File: src/rtl/matrix_ctrl_pkg.sv
// Shared types and helpers for the matrix access controller.
//   ctrl_state_e : controller FSM states
//   addr_width() : address width for a given depth, never less than 1 bit
package matrix_ctrl_pkg;

   typedef enum logic [2:0] {
      S_EMPTY,
      S_FILL,
      S_IDLE,
      S_ROW_WAIT,
      S_COL_WAIT
   } ctrl_state_e;

   function automatic int unsigned addr_width(input int unsigned depth);
      return (depth > 1) ? int'($clog2(depth)) : 1;
   endfunction

endpackage

File: src/rtl/rr_arbiter2.sv
// Two-requester round-robin arbiter with a registered priority pointer.
//   clk_i, rst_ni : clock, asynchronous active-low reset
//   req_i[1:0]    : request vector (bit 0 has priority after reset)
//   gnt_o[1:0]    : one-hot grant (combinational); the pointer moves to the
//                   other requester after every grant
module rr_arbiter2 (
   input  logic       clk_i,
   input  logic       rst_ni,
   input  logic [1:0] req_i,
   output logic [1:0] gnt_o
);

   // ptr_q == 0: requester 0 wins a tie; ptr_q == 1: requester 1 wins a tie
   logic ptr_q, ptr_d;

   always_comb begin
      gnt_o = 2'b00;
      if (req_i[0] && (!req_i[1] || !ptr_q)) begin
         gnt_o[0] = 1'b1;
      end else if (req_i[1]) begin
         gnt_o[1] = 1'b1;
      end

      ptr_d = ptr_q;
      if (gnt_o[0]) begin
         ptr_d = 1'b1;
      end else if (gnt_o[1]) begin
         ptr_d = 1'b0;
      end
   end

   always_ff @(posedge clk_i or negedge rst_ni) begin
      if (!rst_ni) begin
         ptr_q <= 1'b0;
      end else begin
         ptr_q <= ptr_d;
      end
   end

endmodule

File: src/rtl/matrix_access_ctrl.sv
// Owns one matrix storage instance: loads it from a row-major element stream,
// then serves row and column reads for two requesters, one access at a time.
//   clk, rst_n            : clock, asynchronous active-low reset
//   fill_start            : pulse, start a full load (honoured in S_EMPTY/S_IDLE)
//   in_valid/in_ready/in_data : element stream, row-major
//   loaded                : matrix holds a complete load
//   rreq_* / rrsp_*       : row request handshake and one-cycle response pulse
//   creq_* / crsp_*       : column request handshake and one-cycle response pulse
//   m_row_* / m_col_*     : storage read ports (addr_ready pulse, then valid)
//   m_write_*             : storage element write port
module matrix_access_ctrl
   import matrix_ctrl_pkg::*;
#(
   parameter int unsigned  NUM_ROWS       = 5,
   parameter int unsigned  NUM_COLS       = 3,
   parameter int unsigned  SCALAR_BITS    = 32,
   localparam int unsigned ROW_ADDR_WIDTH = addr_width(NUM_ROWS),
   localparam int unsigned COL_ADDR_WIDTH = addr_width(NUM_COLS),
   localparam int unsigned ROW_SIZE       = NUM_COLS * SCALAR_BITS,
   localparam int unsigned COL_SIZE       = NUM_ROWS * SCALAR_BITS
) (
   input  logic                      clk,
   input  logic                      rst_n,

   input  logic                      fill_start,
   input  logic                      in_valid,
   output logic                      in_ready,
   input  logic [SCALAR_BITS-1:0]    in_data,
   output logic                      loaded,

   input  logic                      rreq_valid,
   output logic                      rreq_ready,
   input  logic [ROW_ADDR_WIDTH-1:0] rreq_addr,
   output logic                      rrsp_valid,
   output logic                      rrsp_err,
   output logic [ROW_SIZE-1:0]       rrsp_data,

   input  logic                      creq_valid,
   output logic                      creq_ready,
   input  logic [COL_ADDR_WIDTH-1:0] creq_addr,
   output logic                      crsp_valid,
   output logic                      crsp_err,
   output logic [COL_SIZE-1:0]       crsp_data,

   output logic [ROW_ADDR_WIDTH-1:0] m_row_addr,
   output logic                      m_row_addr_ready,
   input  logic                      m_row_valid,
   input  logic [ROW_SIZE-1:0]       m_row_out,

   output logic [COL_ADDR_WIDTH-1:0] m_col_addr,
   output logic                      m_col_addr_ready,
   input  logic                      m_col_valid,
   input  logic [COL_SIZE-1:0]       m_col_out,

   output logic [ROW_ADDR_WIDTH-1:0] m_write_row_addr,
   output logic [COL_ADDR_WIDTH-1:0] m_write_col_addr,
   output logic [SCALAR_BITS-1:0]    m_write_data,
   output logic                      m_write_ready
);

   localparam logic [ROW_ADDR_WIDTH-1:0] LAST_ROW = ROW_ADDR_WIDTH'(NUM_ROWS - 1);
   localparam logic [COL_ADDR_WIDTH-1:0] LAST_COL = COL_ADDR_WIDTH'(NUM_COLS - 1);

   ctrl_state_e state_q, state_d;

   logic [ROW_ADDR_WIDTH-1:0] r_q, r_d;
   logic [COL_ADDR_WIDTH-1:0] c_q, c_d;
   logic                      loaded_q, loaded_d;

   logic                      wr_valid_q, wr_valid_d;
   logic [ROW_ADDR_WIDTH-1:0] wr_row_q, wr_row_d;
   logic [COL_ADDR_WIDTH-1:0] wr_col_q, wr_col_d;
   logic [SCALAR_BITS-1:0]    wr_data_q, wr_data_d;

   logic                      row_ar_q, row_ar_d;
   logic [ROW_ADDR_WIDTH-1:0] row_addr_q, row_addr_d;
   logic                      col_ar_q, col_ar_d;
   logic [COL_ADDR_WIDTH-1:0] col_addr_q, col_addr_d;

   logic                      rrsp_valid_q, rrsp_valid_d;
   logic                      rrsp_err_q, rrsp_err_d;
   logic [ROW_SIZE-1:0]       rrsp_data_q, rrsp_data_d;
   logic                      crsp_valid_q, crsp_valid_d;
   logic                      crsp_err_q, crsp_err_d;
   logic [COL_SIZE-1:0]       crsp_data_q, crsp_data_d;

   logic       grant_en;
   logic [1:0] arb_req;
   logic [1:0] arb_gnt;
   logic       row_oob;
   logic       col_oob;

   // fill_start wins over a simultaneous request so a reload never races a read
   assign grant_en = (state_q == S_IDLE) && loaded_q && !fill_start;
   assign arb_req  = {creq_valid, rreq_valid} & {2{grant_en}};

   rr_arbiter2 u_arb (
      .clk_i  (clk),
      .rst_ni (rst_n),
      .req_i  (arb_req),
      .gnt_o  (arb_gnt)
   );

   assign row_oob = 32'(rreq_addr) >= NUM_ROWS;
   assign col_oob = 32'(creq_addr) >= NUM_COLS;

   always_comb begin
      state_d      = state_q;
      r_d          = r_q;
      c_d          = c_q;
      loaded_d     = loaded_q;
      wr_valid_d   = 1'b0;
      wr_row_d     = wr_row_q;
      wr_col_d     = wr_col_q;
      wr_data_d    = wr_data_q;
      row_ar_d     = 1'b0;
      row_addr_d   = row_addr_q;
      col_ar_d     = 1'b0;
      col_addr_d   = col_addr_q;
      rrsp_valid_d = 1'b0;
      rrsp_err_d   = 1'b0;
      rrsp_data_d  = rrsp_data_q;
      crsp_valid_d = 1'b0;
      crsp_err_d   = 1'b0;
      crsp_data_d  = crsp_data_q;

      case (state_q)
         S_EMPTY: begin
            if (fill_start) begin
               state_d  = S_FILL;
               r_d      = '0;
               c_d      = '0;
               loaded_d = 1'b0;
            end
         end

         S_FILL: begin
            if (in_valid) begin
               wr_valid_d = 1'b1;
               wr_row_d   = r_q;
               wr_col_d   = c_q;
               wr_data_d  = in_data;
               if (c_q == LAST_COL) begin
                  c_d = '0;
                  if (r_q == LAST_ROW) begin
                     r_d      = '0;
                     loaded_d = 1'b1;
                     state_d  = S_IDLE;
                  end else begin
                     r_d = r_q + ROW_ADDR_WIDTH'(1);
                  end
               end else begin
                  c_d = c_q + COL_ADDR_WIDTH'(1);
               end
            end
         end

         S_IDLE: begin
            if (fill_start) begin
               state_d  = S_FILL;
               r_d      = '0;
               c_d      = '0;
               loaded_d = 1'b0;
            end else if (arb_gnt[0]) begin
               if (row_oob) begin
                  // Answered locally, storage is never touched
                  rrsp_valid_d = 1'b1;
                  rrsp_err_d   = 1'b1;
                  rrsp_data_d  = '0;
               end else begin
                  row_addr_d = rreq_addr;
                  row_ar_d   = 1'b1;
                  state_d    = S_ROW_WAIT;
               end
            end else if (arb_gnt[1]) begin
               if (col_oob) begin
                  crsp_valid_d = 1'b1;
                  crsp_err_d   = 1'b1;
                  crsp_data_d  = '0;
               end else begin
                  col_addr_d = creq_addr;
                  col_ar_d   = 1'b1;
                  state_d    = S_COL_WAIT;
               end
            end
         end

         S_ROW_WAIT: begin
            // valid during the addr_ready cycle belongs to no request of ours
            if (!row_ar_q && m_row_valid) begin
               rrsp_data_d  = m_row_out;
               rrsp_valid_d = 1'b1;
               state_d      = S_IDLE;
            end
         end

         S_COL_WAIT: begin
            if (!col_ar_q && m_col_valid) begin
               crsp_data_d  = m_col_out;
               crsp_valid_d = 1'b1;
               state_d      = S_IDLE;
            end
         end

         default: state_d = S_EMPTY;
      endcase
   end

   always_ff @(posedge clk or negedge rst_n) begin
      if (!rst_n) begin
         state_q      <= S_EMPTY;
         r_q          <= '0;
         c_q          <= '0;
         loaded_q     <= 1'b0;
         wr_valid_q   <= 1'b0;
         wr_row_q     <= '0;
         wr_col_q     <= '0;
         wr_data_q    <= '0;
         row_ar_q     <= 1'b0;
         row_addr_q   <= '0;
         col_ar_q     <= 1'b0;
         col_addr_q   <= '0;
         rrsp_valid_q <= 1'b0;
         rrsp_err_q   <= 1'b0;
         rrsp_data_q  <= '0;
         crsp_valid_q <= 1'b0;
         crsp_err_q   <= 1'b0;
         crsp_data_q  <= '0;
      end else begin
         state_q      <= state_d;
         r_q          <= r_d;
         c_q          <= c_d;
         loaded_q     <= loaded_d;
         wr_valid_q   <= wr_valid_d;
         wr_row_q     <= wr_row_d;
         wr_col_q     <= wr_col_d;
         wr_data_q    <= wr_data_d;
         row_ar_q     <= row_ar_d;
         row_addr_q   <= row_addr_d;
         col_ar_q     <= col_ar_d;
         col_addr_q   <= col_addr_d;
         rrsp_valid_q <= rrsp_valid_d;
         rrsp_err_q   <= rrsp_err_d;
         rrsp_data_q  <= rrsp_data_d;
         crsp_valid_q <= crsp_valid_d;
         crsp_err_q   <= crsp_err_d;
         crsp_data_q  <= crsp_data_d;
      end
   end

   assign in_ready         = (state_q == S_FILL);
   assign loaded           = loaded_q;
   assign rreq_ready       = arb_gnt[0];
   assign creq_ready       = arb_gnt[1];
   assign rrsp_valid       = rrsp_valid_q;
   assign rrsp_err         = rrsp_err_q;
   assign rrsp_data        = rrsp_data_q;
   assign crsp_valid       = crsp_valid_q;
   assign crsp_err         = crsp_err_q;
   assign crsp_data        = crsp_data_q;
   assign m_row_addr       = row_addr_q;
   assign m_row_addr_ready = row_ar_q;
   assign m_col_addr       = col_addr_q;
   assign m_col_addr_ready = col_ar_q;
   assign m_write_row_addr = wr_row_q;
   assign m_write_col_addr = wr_col_q;
   assign m_write_data     = wr_data_q;
   assign m_write_ready    = wr_valid_q;

endmodule

File: config.mk
export PLATFORM = sky130hd
export DESIGN_NAME = matrix_access_ctrl
export DESIGN_NICKNAME = d
export VERILOG_FILES = /design/src/rtl/matrix_ctrl_pkg.sv /design/src/rtl/rr_arbiter2.sv /design/src/rtl/matrix_access_ctrl.sv
export SDC_FILE = /design/constraint.sdc
export NUM_CORES = 1
export LEC_CHECK = 0
export ABC_CLOCK_PERIOD_IN_PS = 2550
export BUFFER_PORTS_ARGS = -buffer_cell sky130_fd_sc_hd__clkbuf_2
export CAP_MARGIN = 20
export CELL_PAD_IN_SITES_DETAIL_PLACEMENT = 0
export CELL_PAD_IN_SITES_GLOBAL_PLACEMENT = 1
export CORE_AREA = 2 2 241 243
export CTS_CLUSTER_DIAMETER = 100
export CTS_CLUSTER_SIZE = 30
export DETAILED_ROUTE_END_ITERATION = 6
export DIE_AREA = 0 0 243 245
export HOLD_SLACK_MARGIN = 0.02
export MAX_ROUTING_LAYER = met4
export PLACE_DENSITY_LB_ADDON = 0.12
export SYNTH_ARGS = -nofsm -noshare
export SYNTH_HDL_FRONTEND = slang
export SYNTH_SLANG_ARGS = --single-unit
File: constraint.sdc
create_clock -name clk -period 2.55 [get_ports clk]
set_input_delay 0.3825 -clock clk [delete_from_list [all_inputs] [get_ports clk]]
set_output_delay 0.3825 -clock clk [all_outputs]
set_load 0.1 [all_outputs]
==> flow_summary.toml <==
[run_status]
outcome = "finished clean"

[timing]
clock-skew-final_ns = 0.0490
finalWorstPathRequiredPeriod_ns = 2.44
slew_headroom_pct = 24.9
rsz0062_at_grt = "false"
final_hold_viol_count = 0
slew_violations = 0
worstMarginPinSlew_ns = 1.13
fin_setup_tns_ns = 0
fin_crit_sh_pct = 95.5
finalSetupViolCount = 0
max_freq_mhz = 411

[worst_setup_path]
endpoint_kind = "primary output"
criticalPathCategory = "reg -> out"
cp-start-kind = "register"
cp.required_ns = 2.17
critPathMaxFanout = 5
arrival_ns = 2.05

[flow_run]
maxCapViolations = 0

[finish]
fillers = 5995
multi_input_area_mm2 = 0.00331
area_growth_pct = 49.3
drive_above_1_share_pct = 50.2
regArea_mm2 = 0.00789
nNetsFinal = 1751
instances_no_fill = 2224

[clock_tree]
worstSkewPairLatency_ns = 0.55
cts_tree = "built"
cts.sinks = 315
cts_buffers = 17
clkTransAtPathRegs_ns = 0.11
clock_path_buffers = 3
cts_max_level = 1
root_buffer = "clkbuf_16"

[routing]
drtIter0Drc = 424
dr.pass1.iters = 5
wirelength_um = 43500
dr_total_vias = 9542
drc = 0
ant_nets = 0
wire_per_inst_um = 19.5
post_drt_via_cell_ratio = 4.29

[floorplanning]
die_area_mm2 = 0.0595
die_h_um = 245
start_util_pct = 20.3
io_pins = 610
die_x_um = 243
coreArea_mm2 = 0.0570
rows = 88

[worst_hold_path]
hold_path.class = "in -> reg"

[synthesis]
syn_avg_cell_area_um2 = 15.1
synth_flop_cell = "dfrtp_1"
ys_ff_latch = 315
synth_cell_types = 37
synth_area_mm2 = 0.0116
synth_edf_count = 0
yosysWarnings = 0
yosysSeqAreaShare_pct = 68.2
syn_inst = 766
synthesis.nets = 1069
synthArstFlopShare_pct = 100

[place]
dp_hpwl_um = 32000
place_congestion = 0.783
place_inst = 2103
portBuffers = 609

[grt]
track_usage_pct = 14.4
antenna_found_initial = 3
grt_pass1_wl_um = 64800
grt_pass1_vias = 10300
grt_max_degree = 96
grt-ovfl-total = 0
==> metal layers <==
metal	share of wire (%)	GRT usage (%)	wire length, um	vias up
li1	-	-	-	4323
met1	39	16.4	16800	4833
met2	52	25.3	22700	343
met3	7.0	3.86	3030	43
met4	2.2	3.45	966	0
met5	0	-	0	-
==> path summary, 6_finish.rpt <==
kind	endpoint	from	cells past startpoint	slack [ns]
min reg2reg	rrsp_data[81]$_DFFE_PN0P_	rrsp_data[81]$_DFFE_PN0P_	1	0.50
min	crsp_data[23]$_DFFE_PN0P_	m_col_out[23]	2	0.06
max	creq_ready	state_q[0]$_DFFE_PN0P_	5	0.11
max in group asynchronous	rrsp_data[32]$_DFFE_PN0P_	rst_n	3	1.37
min in group asynchronous	rrsp_data[88]$_DFFE_PN0P_	rst_n	2	0.38
max reg2reg	crsp_data[130]$_DFFE_PN0P_	state_q[0]$_DFFE_PN0P_	6	0.36
==> cell usage after synthesis (2+ instances only) <==
master	number	area share, %
buf_6	4	0.39
o21ai_0	6	0.26
ha_1	2	0.22
nand4_1	4	0.22
buf_4	4	0.26
a32o_1	92	8.0
inv_1	11	0.36
nand3_1	2	0.087
and2_1	3	0.16
mux2_1	4	0.39
and3_1	4	0.22
nor3b_1	2	0.13
nor2_1	10	0.32
nor2_2	2	0.11
nand2b_1	2	0.11
nand2_1	7	0.23
a21oi_1	5	0.22
clkbuf_1	43	1.4
buf_2	22	0.95
mux2_2	42	4.1
a21o_1	2	0.13
a22o_1	162	12
dfrtp_1	315	68
nor2b_1	3	0.16
==> layout make-up <==
cell class	instances	share of cell area, %
clock buffer	18	2.55
clock inverter	9	0.921
sequential	315	45.7
multi-input combinational	367	19.2
timing repair buffer	736	25.7
tap	765	5.55
antenna	3	0.0435
inverter	11	0.261
==> layout by cell type, fill, tap and decap left out, types with 5 or more instances in the layout <==
cell	Yosys	routed
a21oi_1	5	5
nand2_1	7	7
dfrtp_1	315	313
clkbuf_16	0	17
mux2_2	42	42
buf_4	4	27
o21ai_0	6	6
dlygate4sd3_1	0	87
clkbuf_2	0	605
inv_1	11	9
buf_12	0	16
nor2_1	10	9
a22o_1	162	162
a32o_1	92	92
==> cell families (layout without fill, tap and decap cells) <==
| family | Yosys count | count (layout) | share of synthesized area [%] |
|---|---|---|---|
| compound gates | 276 | 276 | 21.5 |
| flops | 315 | 315 | 68.2 |
| fa+ha+maj | 2 | 2 | 0.217 |
| other cells | 0 | 3 | 0 |
| mux | 46 | 46 | 4.48 |
| buf+inv | 84 | 774 | 3.36 |
| simple gates | 43 | 43 | 2.18 |
==> state kept, by name, indices dropped and copies added, names as in the netlist, 2 cells and up <==
signal	count
c_q	2
crsp_data	160
m_col_addr	2
m_row_addr	3
m_write_col_addr	2
m_write_data	32
m_write_row_addr	3
r_q	3
rrsp_data	96
state_q	3
==> timing repair <==
| action | CTS | global route |
|---|---|---|
| endpoints found under the hold margin | 134 | 0 |
| gates resized for setup | 0 | 3 |
| hold buffers | 87 | 0 |
| pin swaps | 1 | 2 |
| endpoints found under the setup margin | 2 | 2 |
| gates cloned | 0 | 0 |
| buffers inserted | 0 | 4 |
==> stage by stage <==
step / area, um2 / util, % / worst slack [ns] / hold WS, ns
2_1_floorplan: 11600 / - / 0.0786 / 0.0869
4_1_cts: 17200 / 30.2 / 0.0138 / 0.0202
3_3_place_gp: 15700 / 27.6 / 0.311 / 0.386
6_report: 17200 / 30.2 / 0.114 / 0.0591
3_5_place_dp: 15700 / 27.6 / 0.288 / 0.379
5_1_grt: 17200 / 30.2 / 0.00236 / 0.0233
==> worst max-delay path, stage by stage (launching register included) <==
cell and delay, ns:
dfrtp_4 0.50, nor4b_4 0.35, buf_4 0.19, o2111ai_4 0.19, inv_2 0.12, buf_12 0.17
Power is left out: the tool's default activity adds up to more than one toggle a clock period on the data nets, which glitch-free logic cannot reach.
